## src/rtl/fft_sink_pkg.sv

```systemverilog
// Shared types and constants for the FFT frame sink.
// Latency: n/a (declarations only).
// Backpressure: n/a.
package fft_sink_pkg;

  typedef enum logic [1:0] {
    IDLE   = 2'd0,
    FILL   = 2'd1,
    DROP   = 2'd2,
    COMMIT = 2'd3
  } sink_state_t;

  // Beat-to-bank-write latency of the power pipeline.
  localparam int PIPE_LAT = 3;

  // Power word width: a sum of two N-bit signed squares never exceeds 2N+1 bits.
  function automatic int pwr_width(input int n);
    return 2 * n + 1;
  endfunction

endpackage

```

## src/rtl/fft_power_pipe.sv

```systemverilog
// Per-bin power re^2+im^2, with write address and last-bin flag carried alongside.
// Latency: 3 cycles from in_vld to out_vld (S1 register, S2 square, S3 sum).
// Backpressure: none; accepts one sample per cycle, output must be consumed.
// Ports: clk/rst; in_vld/in_last/in_re/in_im/in_addr; out_vld/out_last/out_addr/out_pwr.
module fft_power_pipe #(
  parameter int N     = 18,
  parameter int AW    = 3,
  parameter int PWR_W = 2 * N + 1
) (
  input  logic             clk,
  input  logic             rst,
  input  logic             in_vld,
  input  logic             in_last,
  input  logic [N-1:0]     in_re,
  input  logic [N-1:0]     in_im,
  input  logic [AW-1:0]    in_addr,
  output logic             out_vld,
  output logic             out_last,
  output logic [AW-1:0]    out_addr,
  output logic [PWR_W-1:0] out_pwr
);
  localparam int SQ_W = 2 * N;

  logic                   s1_vld_q, s1_vld_d, s1_last_q, s1_last_d;
  logic signed [N-1:0]    s1_re_q, s1_re_d, s1_im_q, s1_im_d;
  logic [AW-1:0]          s1_addr_q, s1_addr_d;
  logic                   s2_vld_q, s2_vld_d, s2_last_q, s2_last_d;
  logic signed [SQ_W-1:0] s2_re_sq_q, s2_re_sq_d, s2_im_sq_q, s2_im_sq_d;
  logic [AW-1:0]          s2_addr_q, s2_addr_d;
  logic                   s3_vld_q, s3_vld_d, s3_last_q, s3_last_d;
  logic [PWR_W-1:0]       s3_pwr_q, s3_pwr_d;
  logic [AW-1:0]          s3_addr_q, s3_addr_d;

  always_comb begin
    s1_vld_d   = in_vld;
    s1_last_d  = in_last;
    s1_re_d    = in_re;
    s1_im_d    = in_im;
    s1_addr_d  = in_addr;
    // Operands are sign-extended to 2N before multiplying; the most negative
    // input squares to 2^(2N-2), which is still positive in 2N signed bits.
    s2_re_sq_d = SQ_W'(s1_re_q) * SQ_W'(s1_re_q);
    s2_im_sq_d = SQ_W'(s1_im_q) * SQ_W'(s1_im_q);
    s2_vld_d   = s1_vld_q;
    s2_last_d  = s1_last_q;
    s2_addr_d  = s1_addr_q;
    // Squares are non-negative, so zero-extension is exact.
    s3_pwr_d   = PWR_W'($unsigned(s2_re_sq_q)) + PWR_W'($unsigned(s2_im_sq_q));
    s3_vld_d   = s2_vld_q;
    s3_last_d  = s2_last_q;
    s3_addr_d  = s2_addr_q;
  end

  always_ff @(posedge clk or posedge rst) begin
    if (rst) begin
      s1_vld_q <= 1'b0; s1_last_q <= 1'b0; s1_re_q <= '0; s1_im_q <= '0; s1_addr_q <= '0;
      s2_vld_q <= 1'b0; s2_last_q <= 1'b0; s2_re_sq_q <= '0; s2_im_sq_q <= '0; s2_addr_q <= '0;
      s3_vld_q <= 1'b0; s3_last_q <= 1'b0; s3_pwr_q <= '0; s3_addr_q <= '0;
    end else begin
      s1_vld_q <= s1_vld_d; s1_last_q <= s1_last_d; s1_re_q <= s1_re_d; s1_im_q <= s1_im_d;
      s1_addr_q <= s1_addr_d;
      s2_vld_q <= s2_vld_d; s2_last_q <= s2_last_d; s2_re_sq_q <= s2_re_sq_d;
      s2_im_sq_q <= s2_im_sq_d; s2_addr_q <= s2_addr_d;
      s3_vld_q <= s3_vld_d; s3_last_q <= s3_last_d; s3_pwr_q <= s3_pwr_d; s3_addr_q <= s3_addr_d;
    end
  end

  assign out_vld  = s3_vld_q;
  assign out_last = s3_last_q;
  assign out_addr = s3_addr_q;
  assign out_pwr  = s3_pwr_q;

endmodule

```

## src/rtl/fft_frame_sink.sv

```systemverilog
// FFT result sink: per-bin power into a ping-pong frame buffer, handed to a random-access reader.
// Latency: bin written 3 cycles after its beat; FRAME_READY 4 cycles after the last beat; RD_DATA 1 cycle after RD_ADDR.
// Backpressure: none toward the FFT; a frame arriving while its target bank is still held is dropped and counted.
// Ports: CLK_125MHZ_FPGA/SCLR; FFT side XK_RE, XK_IM, BLK_EXP, FD_OUT, DATA_VALID;
//        reader side FRAME_READY, FRAME_BANK, FRAME_EXP, RD_ADDR, RD_DATA, RD_DONE; status OVERFLOW_CNT, FRAME_ERR.
module fft_frame_sink
  import fft_sink_pkg::*;
#(
  parameter int N      = 18,
  parameter int NFFT   = 4,
  parameter int ADDR_W = $clog2(NFFT),
  parameter int PWR_W  = pwr_width(N)
) (
  input  logic              CLK_125MHZ_FPGA,
  input  logic              SCLR,
  input  logic [N-1:0]      XK_RE,
  input  logic [N-1:0]      XK_IM,
  input  logic [3:0]        BLK_EXP,
  input  logic              FD_OUT,
  input  logic              DATA_VALID,
  output logic              FRAME_READY,
  output logic              FRAME_BANK,
  output logic [3:0]        FRAME_EXP,
  input  logic [ADDR_W-1:0] RD_ADDR,
  output logic [PWR_W-1:0]  RD_DATA,
  input  logic              RD_DONE,
  output logic [7:0]        OVERFLOW_CNT,
  output logic              FRAME_ERR
);
  localparam logic [ADDR_W-1:0] LAST_BIN = ADDR_W'(NFFT - 1);

  sink_state_t       state_q, state_d;
  logic [ADDR_W-1:0] cnt_q, cnt_d;
  logic              wr_ptr_q, wr_ptr_d, rd_ptr_q, rd_ptr_d;
  logic [1:0]        full_q, full_d;      // bank holds a committed frame
  logic [1:0]        pend_q, pend_d;      // bank's last bin accepted, pipeline still draining
  logic [1:0][3:0]   exp_q, exp_d;
  logic              err_q, err_d;
  logic [7:0]        ovf_q, ovf_d;
  logic              frame_ready_q, frame_ready_d;
  logic [3:0]        frame_exp_q, frame_exp_d;
  logic [PWR_W-1:0]  rd_data_q, rd_data_d;
  logic              commit_vld_q, commit_vld_d, commit_bank_q, commit_bank_d;
  logic              wr_busy;

  logic              pipe_vld, pipe_last;
  logic [ADDR_W:0]   pipe_addr;
  logic              pw_vld, pw_last;
  logic [ADDR_W:0]   pw_addr;
  logic [PWR_W-1:0]  pw_pwr;

  // Bank bit is the address MSB of a single buffer.
  logic [PWR_W-1:0]  mem [0:2*NFFT-1];

  fft_power_pipe #(.N(N), .AW(ADDR_W + 1), .PWR_W(PWR_W)) u_pipe (
    .clk      (CLK_125MHZ_FPGA),
    .rst      (SCLR),
    .in_vld   (pipe_vld),
    .in_last  (pipe_last),
    .in_re    (XK_RE),
    .in_im    (XK_IM),
    .in_addr  (pipe_addr),
    .out_vld  (pw_vld),
    .out_last (pw_last),
    .out_addr (pw_addr),
    .out_pwr  (pw_pwr)
  );

  always_ff @(posedge CLK_125MHZ_FPGA) begin
    if (pw_vld) mem[pw_addr] <= pw_pwr;
  end

  always_comb begin
    state_d       = state_q;
    cnt_d         = cnt_q;
    wr_ptr_d      = wr_ptr_q;
    rd_ptr_d      = rd_ptr_q;
    full_d        = full_q;
    pend_d        = pend_q;
    exp_d         = exp_q;
    err_d         = err_q;
    ovf_d         = ovf_q;
    pipe_vld      = 1'b0;
    pipe_last     = 1'b0;
    pipe_addr     = {wr_ptr_q, cnt_q};
    // The commit fires one cycle after the last bin's write, so the bank is
    // fully written before anyone can read it.
    commit_vld_d  = pw_vld & pw_last;
    commit_bank_d = pw_addr[ADDR_W];
    wr_busy       = full_q[wr_ptr_q] | pend_q[wr_ptr_q];

    if (RD_DONE && frame_ready_q) begin
      full_d[rd_ptr_q] = 1'b0;
      rd_ptr_d         = ~rd_ptr_q;
    end
    if (commit_vld_q) begin
      full_d[commit_bank_q] = 1'b1;
      pend_d[commit_bank_q] = 1'b0;
    end

    case (state_q)
      FILL: if (DATA_VALID) begin
        pipe_vld = 1'b1;
        if (FD_OUT) begin
          // Unexpected frame start: restart in the same bank.
          err_d            = 1'b1;
          exp_d[wr_ptr_q]  = BLK_EXP;
          pipe_addr        = {wr_ptr_q, {ADDR_W{1'b0}}};
          cnt_d            = ADDR_W'(1);
        end else begin
          cnt_d = cnt_q + 1'b1;
          if (cnt_q == LAST_BIN) begin
            // Advance the write pointer now so a back-to-back frame targets
            // the other bank; the pending flag keeps this bank reserved.
            pipe_last        = 1'b1;
            pend_d[wr_ptr_q] = 1'b1;
            wr_ptr_d         = ~wr_ptr_q;
            state_d          = COMMIT;
          end
        end
      end
      DROP: if (DATA_VALID && !FD_OUT) begin
        cnt_d = cnt_q + 1'b1;
        if (cnt_q == LAST_BIN) state_d = IDLE;
      end
      COMMIT: if (commit_vld_q) state_d = IDLE;
      default: ;
    endcase

    // Frame start outside FILL (IDLE, DROP or COMMIT).
    if (state_q != FILL && DATA_VALID && FD_OUT) begin
      cnt_d = ADDR_W'(1);
      if (!wr_busy) begin
        state_d         = FILL;
        exp_d[wr_ptr_q] = BLK_EXP;
        pipe_vld        = 1'b1;
        pipe_addr       = {wr_ptr_q, {ADDR_W{1'b0}}};
      end else begin
        state_d = DROP;
        if (ovf_q != 8'hFF) ovf_d = ovf_q + 8'd1;
      end
    end

    // Frames are written and read in alternating banks, so rd_ptr always
    // names the oldest frame.
    frame_ready_d = full_d[rd_ptr_d];
    frame_exp_d   = frame_ready_d ? exp_q[rd_ptr_d] : frame_exp_q;
    rd_data_d     = frame_ready_q ? mem[{rd_ptr_q, RD_ADDR}] : rd_data_q;
  end

  always_ff @(posedge CLK_125MHZ_FPGA or posedge SCLR) begin
    if (SCLR) begin
      state_q       <= IDLE;
      cnt_q         <= '0;
      wr_ptr_q      <= 1'b0;
      rd_ptr_q      <= 1'b0;
      full_q        <= '0;
      pend_q        <= '0;
      exp_q         <= '0;
      err_q         <= 1'b0;
      ovf_q         <= '0;
      frame_ready_q <= 1'b0;
      frame_exp_q   <= '0;
      rd_data_q     <= '0;
      commit_vld_q  <= 1'b0;
      commit_bank_q <= 1'b0;
    end else begin
      state_q       <= state_d;
      cnt_q         <= cnt_d;
      wr_ptr_q      <= wr_ptr_d;
      rd_ptr_q      <= rd_ptr_d;
      full_q        <= full_d;
      pend_q        <= pend_d;
      exp_q         <= exp_d;
      err_q         <= err_d;
      ovf_q         <= ovf_d;
      frame_ready_q <= frame_ready_d;
      frame_exp_q   <= frame_exp_d;
      rd_data_q     <= rd_data_d;
      commit_vld_q  <= commit_vld_d;
      commit_bank_q <= commit_bank_d;
    end
  end

  assign FRAME_READY  = frame_ready_q;
  assign FRAME_BANK   = rd_ptr_q;
  assign FRAME_EXP    = frame_exp_q;
  assign RD_DATA      = rd_data_q;
  assign OVERFLOW_CNT = ovf_q;
  assign FRAME_ERR    = err_q;

endmodule

```

## config.mk

```make
export PLATFORM = sky130hd
export DESIGN_NAME = fft_frame_sink
export DESIGN_NICKNAME = d
export VERILOG_FILES = /design/src/rtl/fft_sink_pkg.sv /design/src/rtl/fft_power_pipe.sv /design/src/rtl/fft_frame_sink.sv
export SDC_FILE = /design/constraint.sdc
export NUM_CORES = 2
export LEC_CHECK = 0
export ABC_AREA = 0
export BUFFER_PORTS_ARGS = -buffer_cell sky130_fd_sc_hd__buf_2
export CORE_ASPECT_RATIO = 1.2
export CORE_MARGIN = 1
export CORE_UTILIZATION = 44
export CTS_CLUSTER_DIAMETER = 150
export DETAILED_ROUTE_END_ITERATION = 8
export PLACE_DENSITY_LB_ADDON = 0.25
export SLEW_MARGIN = 20
export SYNTH_ARGS = -nofsm -noshare
export SYNTH_HDL_FRONTEND = slang
export SYNTH_SLANG_ARGS = --single-unit
```

## constraint.sdc

```tcl
create_clock -name CLK_125MHZ_FPGA -period 10.2 [get_ports CLK_125MHZ_FPGA]
set_clock_uncertainty 0.2 [all_clocks]
set_input_delay 2.04 -clock CLK_125MHZ_FPGA [delete_from_list [all_inputs] [get_ports CLK_125MHZ_FPGA]]
set_output_delay 2.04 -clock CLK_125MHZ_FPGA [all_outputs]
set_load 0.05 [all_outputs]
```

# After elaboration in Yosys (flattened, before gate mapping)
# Memory sizes are Yosys's and may differ from the RTL's. A register that Yosys moved wholly into a read port is not among the register bits.
# Cells that the tools add are included.
[word_totals] romBits=0 regBits=194 ram_bits=296 out_inout_bits=52 wordCells=139 mem_count=1 inputBits=47 latch_bits=0
[classes] addsub=3 eq_ne=12 magnitude_cmp=7 shifts=0 mul=2 mux=60 reduce_logical=15 div_mod_pow=0 n_bitwise=11
[mem_list] memory="mem" words=8 width=37 rd=1 rd_clocked_by_memory_dff=1 wr=1 line="fft_frame_sink.sv:53" rtl="logic [PWR_W-1:0] mem [0:2*NFFT-1];"
[ops] operator="$mul A18 B18 Y36" count=2
[ops] operator="$mux W2" count=24
[ops] operator="$mux W8" count=5
[ops] operator="$add A36 B36 Y37" count=1
[ops] operator="$mux W1" count=20
[ops] operator="$ne A3 B3 Y1 const B" count=6
[ops] operator="$bwmux W8" count=2
[ops] operator="$mux W4" count=3
[ops] operator="$reduce_and A3 Y1" count=3
[ops] operator="$add A8 B1 Y8 const B" count=1
[ops] operator="$lt A1 B2 Y1 const B" count=4
[ops] operator="$ne A8 B8 Y1 const B" count=1
[ops] operator="$logic_and A1 B1 Y1" count=7
[ops] operator="$reduce_and A7 Y1" count=1
[ops] operator="$eq A2 B2 Y1 const B" count=3
[ops] operator="$pmux W2 S3" count=1
[ops] operator="$and A2 B2 Y2" count=2
[ops] operator="$demux W4 S1" count=1
[ops] operator="$not A2 Y2" count=2
[ops] operator="$or A2 B2 Y2" count=2
[ops] operator="$pmux W2 S2" count=1
[ops] operator="$reduce_and A4 Y1" count=1
[ops] operator="$reduce_bool A4 Y1" count=1
[ops] operator="$demux W1 S1" count=3
[ops] operator="other kinds (9)" count=13

# Longest topological paths before layout
[depth] ltp_word=12 ltp_mapped=26

# Cells and area by module
# Synthesis repeated with hierarchy kept, for this count alone.
[unflattened] cells_unflattened=3474 hier_area_um2=41300.9
[by_module_without_submodules] module="fft_power_pipe" cells_per_inst=2783 seq_area_each_um2=3953.8 n_inst=1 area_per_inst_um2=27330.0
[by_module_without_submodules] module="fft_frame_sink" cells_per_inst=691 seq_area_each_um2=10665.2 n_inst=1 area_per_inst_um2=13970.9

# Worst setup path before layout
# OpenSTA, ideal clock, no wires.
[synth_path] kind="register -> register" from="register u_pipe.s1_re_q[3]" to="register u_pipe.s2_re_sq_q[34]" path_buffers=3 path_slack_ps=3842 arrival_ps=6037 stages_incl_launch_ff=23 period_less_slack_ps=6358 path_cell_list="dfrtp_1 > clkbuf_1 > clkbuf_1 > nand2_1 > fa_1 > inv_1 > fa_1 > inv_1 > fa_1 > inv_1 > fa_1 > fa_1 > inv_1 > fa_1 > inv_1 > ha_1 > clkbuf_1 > and4_1 > nand3_1 > o31a_1 > o31ai_2 > mux2i_1 > nand2_1"
[synth_between] elab_chain_len=1
[synth_rtl] item="start, declared" line="fft_power_pipe.sv:25" rtl="logic signed [N-1:0] s1_re_q, s1_re_d, s1_im_q, s1_im_d;"
[synth_rtl] item="start signal, assigned" line="fft_power_pipe.sv:60" rtl="s1_vld_q <= s1_vld_d; s1_last_q <= s1_last_d; s1_re_q <= s1_re_d; s1_im_q <= s1_im_d;"
[synth_rtl] item="$mul A18 B18 Y36" line="fft_power_pipe.sv:42" rtl="s2_re_sq_d = SQ_W'(s1_re_q) * SQ_W'(s1_re_q);"
[synth_rtl] item="named net u_pipe.s2_re_sq_d[34]" line="fft_power_pipe.sv:28" rtl="logic signed [SQ_W-1:0] s2_re_sq_q, s2_re_sq_d, s2_im_sq_q, s2_im_sq_d;"
[synth_rtl] item="end signal, assigned" line="fft_power_pipe.sv:62" rtl="s2_vld_q <= s2_vld_d; s2_last_q <= s2_last_d; s2_re_sq_q <= s2_re_sq_d;"
[synth_rtl] item="end, declared" line="fft_power_pipe.sv:28"
# The timed path passes the listed nets, and every way through them passes these cells.
# A chain may end at the register's enable or synchronous reset.

# Worst setup path in the final report
[layout_path] from="register u_pipe.s1_im_q[17]" to="register u_pipe.s2_im_sq_q[34]"
[layout_between] elab_chain_len=1
[layout_rtl] item="start, declared" line="fft_power_pipe.sv:25"
[layout_rtl] item="start signal, assigned" line="fft_power_pipe.sv:60"
[layout_rtl] item="$mul A18 B18 Y36" line="fft_power_pipe.sv:43" rtl="s2_im_sq_d = SQ_W'(s1_im_q) * SQ_W'(s1_im_q);"
[layout_rtl] item="named net u_pipe.s2_im_sq_d[34]" line="fft_power_pipe.sv:28"
[layout_rtl] item="end signal, assigned" line="fft_power_pipe.sv:63" rtl="s2_im_sq_q <= s2_im_sq_d; s2_addr_q <= s2_addr_d;"
[layout_rtl] item="end, declared" line="fft_power_pipe.sv:28"
# The timed path passes the listed nets, and every way through them passes these cells.

==> metrics.yaml <==
fp-row-count: 122
maxCapViolations: 0
end_kind: "register"
hold_class: "reg2reg"
cts_resized: 0
overflow: 0
syn_area_per_cell_sq_um: 11.8
num_vias: 24200
ant_nets: 0
drt_iter0_drc: 1042
rsz0062_at_grt: "no"
synth.ff_latch_count: 525
hold_viol_final: 0
status: "complete, no violations"
max_slew_margin_pct: 26.8
antenna_found_initial: 7
chipWidth_microns: 281
min_to: "u_pipe.out_addr[0]"
cp.arrival_ns: 7.60
max_freq_mhz: 138
cts_max_path_buffers: 3
cts_setup_buffers: 0
cts_tree: "built"
synthTopCellsByArea: "fa_1 (29%), edfxtp_1 (22%), dfrtp_1 (14%), ha_1 (7.5%), inv_1 (7.5%)"
synth_top_cell_area_share_pct: 28.7
timing.final.crit_share_pct: 71.0
cp.required_ns: 10.56
netlist_instances: 3480
area_growth_pct: 8.99
initial_core_util_pct: 44.5
r2r_slack_ns: 2.96
port_buffers: 98
tightest_slew_ns: 1.10
min_period_ns: 7.24
avgViaCountPerCell: 4.99
insertion_delay_ns: 0.64
cpMostUsedCell: "inv_1"
synth_nets: 4364
cts_sinks: 525
start_kind: "register"
cts_buffers: 54
setup_tns_ns: 0
wl_per_cell_microns: 17.7
reg2reg_depth: 22
grt_first_pass_wirelength_microns: 141000
grt_max_degree: 90
critPathMaxFanout: 20
crit_slowest_cell: "dfrtp_1"
synth_seq_area_share_pct: 35.5
worstPathCellList: "inv_1 -> nor2_1 -> fa_1 -> inv_1 -> fa_1 -> inv_1 -> ha_1 -> inv_1 -> fa_1 -> inv_1 -> fa_1 -> inv_1 -> fa_1 -> inv_1 -> ha_1 -> a21oi_1 -> o21ai_0 -> nor4b_1 -> a31oi_1 -> a211o_1 -> a21oi_1 -> xnor2_1"
setup_viol: 0
clkTransAtPathRegs_ns: 0.06
drc: 0
synthTopCellsByCount: "inv_1 (818), fa_1 (591), edfxtp_1 (296)"
dp_hpwl_microns: 63500
drive_above_1_share_pct: 8.97
synth_most_common_cell: "inv_1"
layout.nets: 4439
yosys.area.top_type: "fa_1"
worst_path_largest_cell_delay_ns: 0.79
gp_congestion: 0.828
drt_wl_total_microns: 85800
hold_depth: 0
first_global_vias: 26600
track_usage_pct: 19.2
drt_pass1_iterations: 5
io_pins: 99
synth_cell_types: 78
root_buffer: "clkbuf_16"
synth_flop_cell: "edfxtp_1"
dieArea_sq_um: 94900
core_sq_um: 92500
synth_area_sq_um: 41200
slew_viol_final: 0
n_fill_cell: 8367
synthArstFlopShare_pct: 43.6
worstSetupPathType: "reg2reg"
rr_startpoint: "u_pipe.s1_im_q[17]"
htreeDepth: 2
min_from: "u_pipe.s2_addr_q[0]"
ctsHoldBuffers: 0
yosysWarningCount: 0
die-height_microns: 337
synth_edf_count: 296
r2r-end: "u_pipe.s2_im_sq_q[34]"
==> metal layers <==
| metal | global-route usage, % | share of wire [%] |
|---|---|---|
| met2 | 35.9 | 54 |
| met1 | 22.9 | 39 |
| met3 | 2.56 | 3.9 |
| met5 | 0 | 0.045 |
| met4 | 5.70 | 2.9 |
==> layout by cell type, fill, tap and decap left out, types with 12 or more instances in the layout <==
cell / Yosys / routed
nor2_1: 166 / 160
and3_1: 13 / 13
nor2b_1: 15 / 15
mux2i_1: 48 / 48
xnor2_1: 84 / 84
nand2b_1: 23 / 23
nand2_1: 276 / 276
nor3_1: 17 / 15
xor2_1: 35 / 35
o21ai_1: 12 / 12
clkbuf_1: 83 / 14
a31oi_1: 12 / 12
fa_1: 591 / 591
a21oi_1: 119 / 119
ha_1: 246 / 246
a21o_1: 27 / 27
buf_4: 1 / 19
clkbuf_16: 0 / 55
edfxtp_1: 296 / 296
nand3_1: 20 / 20
o21ai_0: 39 / 39
mux4_2: 74 / 74
inv_1: 818 / 817
and2_1: 92 / 92
buf_2: 7 / 97
dfrtp_1: 229 / 227
==> worst max-delay path: cells and delay by family, from the launching register on <==
kind | cells | cell delay (ns)
DFF | 1 | 0.79
AOI/OAI and AO/OA | 5 | 0.99
buffers and inverters | 7 | 1.21
adders and majority gates | 7 | 3.28
and+or+nand+nor | 2 | 0.56
xor gates and xnor gates | 1 | 0.13
==> worst max-delay path by stage <==
stage | startpoint | end | slack, ns | depth (start not counted)
2_1_floorplan | SCLR | FRAME_BANK | 1.68 | 1
3_3_place_gp | u_pipe.s1_im_q[17] | u_pipe.s2_im_sq_q[34] | 3.15 | 22
3_5_place_dp | u_pipe.s1_im_q[17] | u_pipe.s2_im_sq_q[34] | 2.94 | 22
4_1_cts | u_pipe.s1_im_q[17] | u_pipe.s2_im_sq_q[34] | 2.92 | 22
5_1_grt | u_pipe.s1_im_q[17] | u_pipe.s2_im_sq_q[34] | 2.42 | 22
6_report | u_pipe.s1_im_q[17] | u_pipe.s2_im_sq_q[34] | 2.96 | 22
==> sequential cells by signal, indices dropped and copies added (netlist names), 3 cells and up <==
signal	flops
u_pipe.s2_addr_q	3
u_pipe.s1_addr_q	3
u_pipe.s1_im_q	18
mem	296
u_pipe.out_pwr	37
RD_DATA	37
exp_q	8
FRAME_EXP	4
u_pipe.s1_re_q	18
u_pipe.s2_re_sq_q	35
u_pipe.out_addr	3
OVERFLOW_CNT	8
u_pipe.s2_im_sq_q	35
==> cell type report <==
cell class / instances / area [sq um] / area share (%)
clock buffers: 77 / 1530 / 3.40
flip-flops and latches: 525 / 14600 / 32.6
inverters: 818 / 3080 / 6.85
repair buffers: 117 / 639 / 1.42
well taps: 1240 / 1550 / 3.46
diodes: 1 / 2.50 / 0.00557
clock inverters: 24 / 308 / 0.685
multi-input cells: 2039 / 23200 / 51.6
==> cell families (layout without fill, tap and decap cells) <==
group / Yosys count / in the layout / synth area share, %
simple gates: 646 / 646 / 7.09
other cells: 0 / 1 / 0
buf+inv: 916 / 1036 / 8.40
compound gates: 306 / 306 / 4.86
flops: 525 / 525 / 35.5
fa+ha+maj: 837 / 837 / 36.2
mux: 131 / 131 / 5.46
xor+xnor: 119 / 119 / 2.53
==> through the flow <==
step           util (%)  hold WS [ns]  worst slack, ns  cell area [sq um]  std cells
2_1_floorplan         -         0.131             1.68              41200       3480
3_3_place_gp       46.6         0.133             3.15              43100       4739
3_5_place_dp       46.6         0.136             2.94              43100       4739
4_1_cts            48.5         0.147             2.92              44900       4840
5_1_grt            48.5         0.154             2.42              44900       4840
6_report           48.5         0.146             2.96              44900       4841
Power is not shown: default switching activity piles up to over one toggle a cycle in this logic, so the estimate is an artifact.
